--- src/rtl/karatsuba_pkg.sv ---
// Shared types and elaboration helpers for the Karatsuba multiplier.
package karatsuba_pkg;

  typedef enum logic [1:0] {IDLE, MUL, COMBINE, OUT} state_t;

  localparam int MIN_WIDTH = 4;

  function automatic int latency(input int width);
    return width / 2 + 3;
  endfunction

  function automatic bit width_ok(input int width);
    return ((width % 2) == 0) && (width >= MIN_WIDTH);
  endfunction

endpackage

--- src/rtl/shift_add_mult.sv ---
// Unsigned W x W shift-add multiplier, one partial product per cycle.
module shift_add_mult #(
  parameter int W = 8
) (
  input  logic           clk,
  input  logic           rst,
  input  logic           start,
  input  logic [W-1:0]   a,
  input  logic [W-1:0]   b,
  output logic [2*W-1:0] product,
  output logic           done
);

  localparam int CW = $clog2(W + 1);

  logic [2*W-1:0] mcand;
  logic [W-1:0]   mplier;
  logic [2*W-1:0] acc;
  logic [CW-1:0]  cnt;

  // start has priority over a running iteration so the unit can be restarted
  always_ff @(posedge clk) begin
    if (rst) begin
      mcand  <= '0;
      mplier <= '0;
      acc    <= '0;
      cnt    <= '0;
      done   <= 1'b0;
    end else if (start) begin
      mcand  <= (2*W)'(a);
      mplier <= b;
      acc    <= '0;
      cnt    <= CW'(W);
      done   <= 1'b0;
    end else if (cnt != '0) begin
      if (mplier[0]) acc <= acc + mcand;
      mcand  <= mcand << 1;
      mplier <= mplier >> 1;
      cnt    <= cnt - CW'(1);
      done   <= (cnt == CW'(1));
    end else begin
      done   <= 1'b0;
    end
  end

  assign product = acc;

endmodule

--- src/rtl/karatsuba_mult_pipe.sv ---
// Sequential Karatsuba multiplier: three parallel shift-add units on operand
// halves, signed handled as sign-magnitude around an unsigned core.
module karatsuba_mult_pipe
  import karatsuba_pkg::*;
#(
  parameter int WIDTH = 16
) (
  input  logic               clk,
  input  logic               rst,
  input  logic               in_valid,
  output logic               in_ready,
  input  logic [WIDTH-1:0]   a,
  input  logic [WIDTH-1:0]   b,
  input  logic               signed_mode,
  output logic               out_valid,
  input  logic               out_ready,
  output logic [2*WIDTH-1:0] product,
  output logic               busy
);

  localparam int H  = WIDTH / 2;
  localparam int SW = H + 1;

  if (!width_ok(WIDTH)) begin : g_width_check
    $error("karatsuba_mult_pipe: WIDTH must be even and >= 4");
  end

  state_t state, state_nxt;
  logic              neg;
  logic              start;
  logic [WIDTH-1:0]  a_abs, b_abs;
  logic [SW-1:0]     a_sum, b_sum;
  logic [2*H-1:0]    z0, z2;
  logic [2*SW-1:0]   z1_raw, z1;
  logic [2:0]        done, sticky;
  logic              all_done;
  logic [2*WIDTH-1:0] mag;

  always_comb begin
    a_abs = (signed_mode && a[WIDTH-1]) ? -a : a;
    b_abs = (signed_mode && b[WIDTH-1]) ? -b : b;
    a_sum = {1'b0, a_abs[H-1:0]} + {1'b0, a_abs[WIDTH-1:H]};
    b_sum = {1'b0, b_abs[H-1:0]} + {1'b0, b_abs[WIDTH-1:H]};
  end

  assign start = (state == IDLE) && in_valid;

  shift_add_mult #(.W(H)) u_z0 (
    .clk(clk), .rst(rst), .start(start),
    .a(a_abs[H-1:0]), .b(b_abs[H-1:0]), .product(z0), .done(done[0])
  );

  shift_add_mult #(.W(H)) u_z2 (
    .clk(clk), .rst(rst), .start(start),
    .a(a_abs[WIDTH-1:H]), .b(b_abs[WIDTH-1:H]), .product(z2), .done(done[2])
  );

  shift_add_mult #(.W(SW)) u_z1 (
    .clk(clk), .rst(rst), .start(start),
    .a(a_sum), .b(b_sum), .product(z1_raw), .done(done[1])
  );

  // done is a single-cycle pulse; the H-bit units finish one cycle early
  always_ff @(posedge clk) begin
    if (rst || start) sticky <= '0;
    else              sticky <= sticky | done;
  end

  assign all_done = &(sticky | done);

  always_ff @(posedge clk) begin
    if (rst) state <= IDLE;
    else     state <= state_nxt;
  end

  always_comb begin
    state_nxt = state;
    case (state)
      IDLE:    if (in_valid) state_nxt = MUL;
      MUL:     if (all_done) state_nxt = COMBINE;
      COMBINE: state_nxt = OUT;
      OUT:     if (out_ready) state_nxt = IDLE;
      default: state_nxt = IDLE;
    endcase
  end

  always_comb begin
    in_ready  = (state == IDLE);
    out_valid = (state == OUT);
    busy      = (state != IDLE);
  end

  always_comb begin
    z1  = z1_raw - (2*SW)'(z2) - (2*SW)'(z0);
    mag = ((2*WIDTH)'(z2) << WIDTH) + ((2*WIDTH)'(z1) << H) + (2*WIDTH)'(z0);
  end

  always_ff @(posedge clk) begin
    if (rst) begin
      neg     <= 1'b0;
      product <= '0;
    end else begin
      if (start) neg <= signed_mode & (a[WIDTH-1] ^ b[WIDTH-1]);
      if (state == COMBINE) product <= neg ? -mag : mag;
    end
  end

endmodule

--- config.mk ---
export PLATFORM = sky130hd
export DESIGN_NAME = karatsuba_mult_pipe
export DESIGN_NICKNAME = d
export VERILOG_FILES = /design/src/rtl/karatsuba_pkg.sv /design/src/rtl/shift_add_mult.sv /design/src/rtl/karatsuba_mult_pipe.sv
export SDC_FILE = /design/constraint.sdc
export NUM_CORES = 1
export LEC_CHECK = 0
export CAP_MARGIN = 20
export CORE_ASPECT_RATIO = 0.7
export CORE_MARGIN = 1
export CORE_UTILIZATION = 35
export DETAILED_ROUTE_END_ITERATION = 8
export SETUP_SLACK_MARGIN = 0.2
export SLEW_MARGIN = 30
export SYNTH_ARGS = -nofsm -noshare
export SYNTH_HDL_FRONTEND = slang
export SYNTH_SLANG_ARGS = --single-unit
export TNS_END_PERCENT = 50
--- constraint.sdc ---
create_clock -name clk -period 14.8 [get_ports clk]
set_input_delay 1.48 -clock clk [delete_from_list [all_inputs] [get_ports clk]]
set_output_delay 1.48 -clock clk [all_outputs]
set_load 0.01 [all_outputs]
Word-level counts from Yosys, hierarchy flattened

Index checks and enable logic that the tools add are counted.
Widths: inputs -> output; s select.

Reductions and logical operators: 21
Equal/unequal tests: 9
Add/sub/neg operators: 15
Mux-type cells: 25
Bitwise logic cells: 6

Operators with widths:

| operator            | count |
|---|---|
| $mux 8              | 8 |
| $mux 9              | 4 |
| $sub 18x16->18      | 2 |
| $add 16x16->16      | 2 |
| $add 32x16->32      | 1 |
| $add 32x26->32      | 1 |
| $mux 16             | 2 |
| $mux 32             | 1 |
| $neg 16->16         | 2 |
| $neg 32->32         | 1 |
| $mux 4              | 6 |
| $add 18x18->18      | 1 |
| $add 8x8->9         | 2 |
| $eq 4x1->1 const B  | 3 |
| $reduce_bool 4->1   | 3 |
| $sub 4x1->4 const B | 3 |
| $reduce_or 3->1     | 3 |
| $pmux 2 s4          | 1 |
| $reduce_bool 2->1   | 4 |
| $mux 2              | 3 |
| $reduce_and 2->1    | 3 |
| $reduce_and 3->1    | 2 |
| $eq 2x2->1 const B  | 2 |
| $ne 2x2->1 const B  | 2 |
| 10 further kinds    | 14 |

Output and inout bits: 35
Bits in registers: 178

Logic depth before layout (Yosys ltp)

Depth in word-level cells: 6
Mapped depth: 24

Modules after synthesis

A second synthesis with hierarchy kept.

Cell total of the unflattened synthesis: 1787
Area total of the unflattened synthesis: 13633.1 µm²

By module, submodules not included:

| module                 | cells an instance | instances | sequential area each (µm²) | area each (µm²) |
|---|---|---|---|---|
| karatsuba_mult_pipe    | 758               | 1         | 760.7                      | 5810.6 |
| shift_add_mult at u_z1 | 373               | 1         | 1001.0                     | 2813.9 |
| shift_add_mult at u_z0 | 335               | 1         | 900.9                      | 2562.5 |
| shift_add_mult at u_z2 | 321               | 1         | 900.9                      | 2446.1 |

Least setup slack after synthesis

Ideal clock, no wire load.

Path type: reg-to-reg
Start: register u_z0.acc[0], in the netlist u_z0.product[0]
End: register product[29]
Setup time: 74 ps
Arrival time: 5456 ps
Setup slack: 9270 ps
Stages on the path, launching flop included: 24
Data required time: 14726 ps
Period minus slack after synthesis: 5530 ps
Cell sequence: dfxtp_1 inv_1 fa_1 fa_1 a21o_1 a21oi_1 o21bai_1 a21o_1 a21oi_1 o21ai_0 o21ai_0 nor2b_1 o21ai_0 a21oi_1 ha_1 a21o_1 or3_1 nor3_1 nor3_1 a2111o_1 or4_4 nand3b_1 mux2_1 a31oi_1

Longest elaborated chain between the ends: 5

RTL lines:

| element                | line                       | text |
|---|---|---|
| from (decl)            | shift_add_mult.sv:18       | `logic [2*W-1:0] acc;` |
| from (signal assigned) | shift_add_mult.sv:36       | `if (mplier[0]) acc <= acc + mcand;` |
| $sub 18x16->18         | karatsuba_mult_pipe.sv:94  | `z1 = z1_raw - (2*SW)'(z2) - (2*SW)'(z0);` |
| $add 32x26->32         | karatsuba_mult_pipe.sv:95  | `mag = ((2*WIDTH)'(z2) << WIDTH) + ((2*WIDTH)'(z1) << H) + (2*WIDTH)'(z0);` |
| $add 32x16->32 (*)     | karatsuba_mult_pipe.sv:95  |  |
| $neg 32->32            | karatsuba_mult_pipe.sv:104 | `if (state == COMBINE) product <= neg ? -mag : mag;` |
| $mux 32 (*)            | karatsuba_mult_pipe.sv:104 |  |
| to (signal assigned)   | karatsuba_mult_pipe.sv:104 |  |
| to (decl)              | karatsuba_mult_pipe.sv:17  | `output logic [2*WIDTH-1:0] product,` |

Mark *: on every way between the ends. The rest lies on a longest branch, timed or not.
A chain may end at the register's enable or synchronous reset.

Final worst setup path

Same ends and word-level chain as after synthesis.

==> results.txt <==
Hold WS: 459 ps
largest net degree at the start of global routing: 91
max_cap viols: 0
drt wl/cell: 15.9 µm
Hold Vio Cnt, Final: 0
worst path arrival time: 6650 ps
H-tree depth: 4
cell taking the most area after synthesis: dfxtp_1
Period minus WS final: 6270 ps
CTS tree: done
critical path type: register to register
post-synthesis sequential area ratio: 27.9%
FILL cells: 3588
Post-synth EDFFs: 0
Critical Path Fanout Max: 10
Register Area: 0.00356 mm²
CTS Hold Buffers Added: 0
die height: 162 µm
WL final: 34600 µm
Peak VDD IR: 0.105 mV
Yosys Warn Count: 0
Final Worst Setup Slack: 8530 ps
port bufs: 71
Psw: 1.31 mW
Ant. Diodes: 0
Post-Route Setup TNS: 0 ps
Netlist Area Pre-Place: 0.0128 mm²
crit-path leading delay family: compound AO/OA/AOI/OAI gates
initial antenna violation count: 0
initial core utilization: 35.6%
global route overflow: 0
GPL Wtd Cong: 0.953
Final Setup Violations: 0
Worst Skew: 10.2 ps
syn_nets: 1825
Int Power: 1.52 mW
HPWL Detailed: 26400 µm
Core Region: 0.0359 mm²
total global-route track usage: 18.8%
clock latency on the worst-skew pair: 440 ps
Total Power: 2.83 mW
multi-input logic area: 0.00855 mm²
Seq cells post-synth: 178
Hold Path Class: register to register
worst slack at placement: 8640 ps
RSZ-0062 raised after global routing: false
async set-reset flop share out of synthesis: 0%
vias: 11489
most area-consuming cells after synthesis: dfxtp_1, ha_1, nand2_1
Initial DRT Pass Iterations: 5
slew margin rel.: 38.9%
maximum clock rate: 159 MHz
row count: 58
Num CTS Buffers: 17
clock-pin slew on the worst setup and hold paths: 70 ps
Layout area overhead: 13.6%
outcome: finished, final reports clean
post-route ant nets: 0
Cell variety after synth: 72
clk buf depth: 2
Synth top cells by count: nand2_1, dfxtp_1, nor2_1, a21oi_1, ha_1
Critical Path Max Stage Delay: 580 ps
crit share post-route: 42.4%
CTS Root Cell: clkbuf_16
clock power share: 16.9%
Lkg Pwr: 5.62 nW
Detailed Route Iter0 Violations: 734
Slew @ Worst Pin: 916 ps
Yosys top cell area share: 27.9%
Avg Cell Area, Syn: 7.74 µm²
Req. time, crit path: 15170 ps
Cell Pwr Density: 195 mW/mm²
Ports: 72
final instance area: 0.0145 mm²
startpoint types: register
placed instance area: 0.0139 mm²
DIE AREA: 0.0373 mm²
vias in the first global route: 10695
Nets: 1850
Setup Buffers After CTS: 0
Mapped Cells: 1651
layout cells sized above 1: 4.03%
count leader, synth: nand2_1
post-CTS sizing: 0
DRC: 0
first-pass GRT wire length: 56600 µm
Die Width: 230 µm
critical path capture point type: register
combinational share of power: 59.4%
Seq pwr share: 23.7%
Buf/Inv on CP: 1
count of final max-slew check failures: 0
DR vias/cell: 5.30
Worst path slowest cell: or4_4
CTS sink cnt: 178
Sw Ratio: 46.3%
worst-path cell chain: inv_1 > fa_1 > ha_1 > a21o_1 > a21oi_1 > nor2b_1 > o21a_1 > o41a_1 > a21o_1 > a211oi_1 > nor2_1 > ha_1 > a21oi_1 > o21ai_0 > o21ba_2 > o41ai_2 > xnor2_1 > a2111o_1 > or4_4 > nand3b_1 > mux2_1 > a31oi_1
Main synth FF type: dfxtp_1
[placed cells by master (no fill, tap or decap), drive strengths merged, types with 4 or more instances in the layout]
cell and instances:
a31oi 13, o21a 7, or3 28, or2 5, buf 13, o31ai 8, nor4 6, o41ai 9
and2 12, xnor2 75, clkinv 4, nor2 163, a21boi 6, fa 22, nand3 33, dfxtp 178
a21oi 151, ha 115, nand4 6, a41oi 4, clkdlybuf4s50 70, xor2 48, nand2b 6, o21bai 13
nand2 253, nor3 51, nor2b 12, a311oi 43, o211ai 6, inv 107, clkbuf 20, o2111a 4
a211oi 40, nand3b 6, o21ai 50, and3 7, o2111ai 4, mux2i 10, a21o 30
[flip-flops by register name (all words and copies together), names as in the netlist, 2 cells and up]
register / count
u_z1.cnt: 4
state: 2
u_z2.product: 16
u_z2.mcand: 16
u_z1.product: 18
product: 32
u_z0.product: 16
u_z0.mplier: 8
u_z2.cnt: 4
u_z0.cnt: 4
u_z1.mplier: 9
u_z1.mcand: 18
u_z2.mplier: 8
sticky: 3
u_z0.mcand: 16
[worst min-delay path: cells and delay by family (launching register included)]
family,cells,cell delay (ps)
flops,1,310
simple gates,1,50
compound gates,1,50
[per-stage QoR]
step,cells,util (%)
6_report,2169,40.4
3_5_place_dp,2137,38.7
3_3_place_gp,2137,38.7
2_1_floorplan,1651,-
4_1_cts,2169,40.4
5_1_grt,2169,40.4
[cell families (layout without fill, tap and decap cells)]
| logic type | count (synthesis) | after routing | share of synthesized area (%) |
|---|---|---|---|
| DFF | 178 | 178 | 27.9 |
| buffers and inverters | 182 | 220 | 5.37 |
| muxes | 12 | 12 | 0.959 |
| adders and majority gates | 137 | 137 | 14.7 |
| xor gates and xnor gates | 123 | 123 | 8.43 |
| and+or+nand+nor | 603 | 603 | 21.0 |
| AOI/OAI and AO/OA | 416 | 416 | 21.7 |
[power by group through the flow]
stage                     Clock [mW]  Combinational (mW)  Sequential [mW]
final                          0.478                1.68            0.672
after global routing           0.510                1.89            0.684
after CTS                      0.490                1.67            0.672
after detailed placement           0                1.66            0.681
after global placement             0                1.63            0.679
after floorplan                    0                1.27            0.665
[final timing paths]
path	start	cells past startpoint	to	slack, ps
worst min-delay path	neg$_SDFFE_PP0P_	2	neg$_SDFFE_PP0P_	460
worst max register to register	u_z0.product[0]$_SDFFE_PP0P_	22	product[29]$_SDFFE_PP0P_	8530
worst max-delay path	u_z0.product[0]$_SDFFE_PP0P_	22	product[29]$_SDFFE_PP0P_	8530
worst min register to register	neg$_SDFFE_PP0P_	2	neg$_SDFFE_PP0P_	460
[layout make-up]
type / count / area share [%]
tap: 480 / 4.14
clock inverter: 12 / 1.06
multi-input combinational: 1291 / 58.8
clock buffer: 20 / 3.21
timing repair buffer: 83 / 5.50
sequential: 178 / 24.5
inverter: 105 / 2.71
[routing by layer]
metal | GRT usage [%] | wire length [µm] | vias up
met3 | 3.88 | 1700 | 28
met2 | 28.0 | 14300 | 251
met1 | 27.3 | 18100 | 5350
met5 | 0 | 0 | -
li1 | - | - | 5860
met4 | 4.61 | 523 | 0
Power figures use the tool's default switching activity.
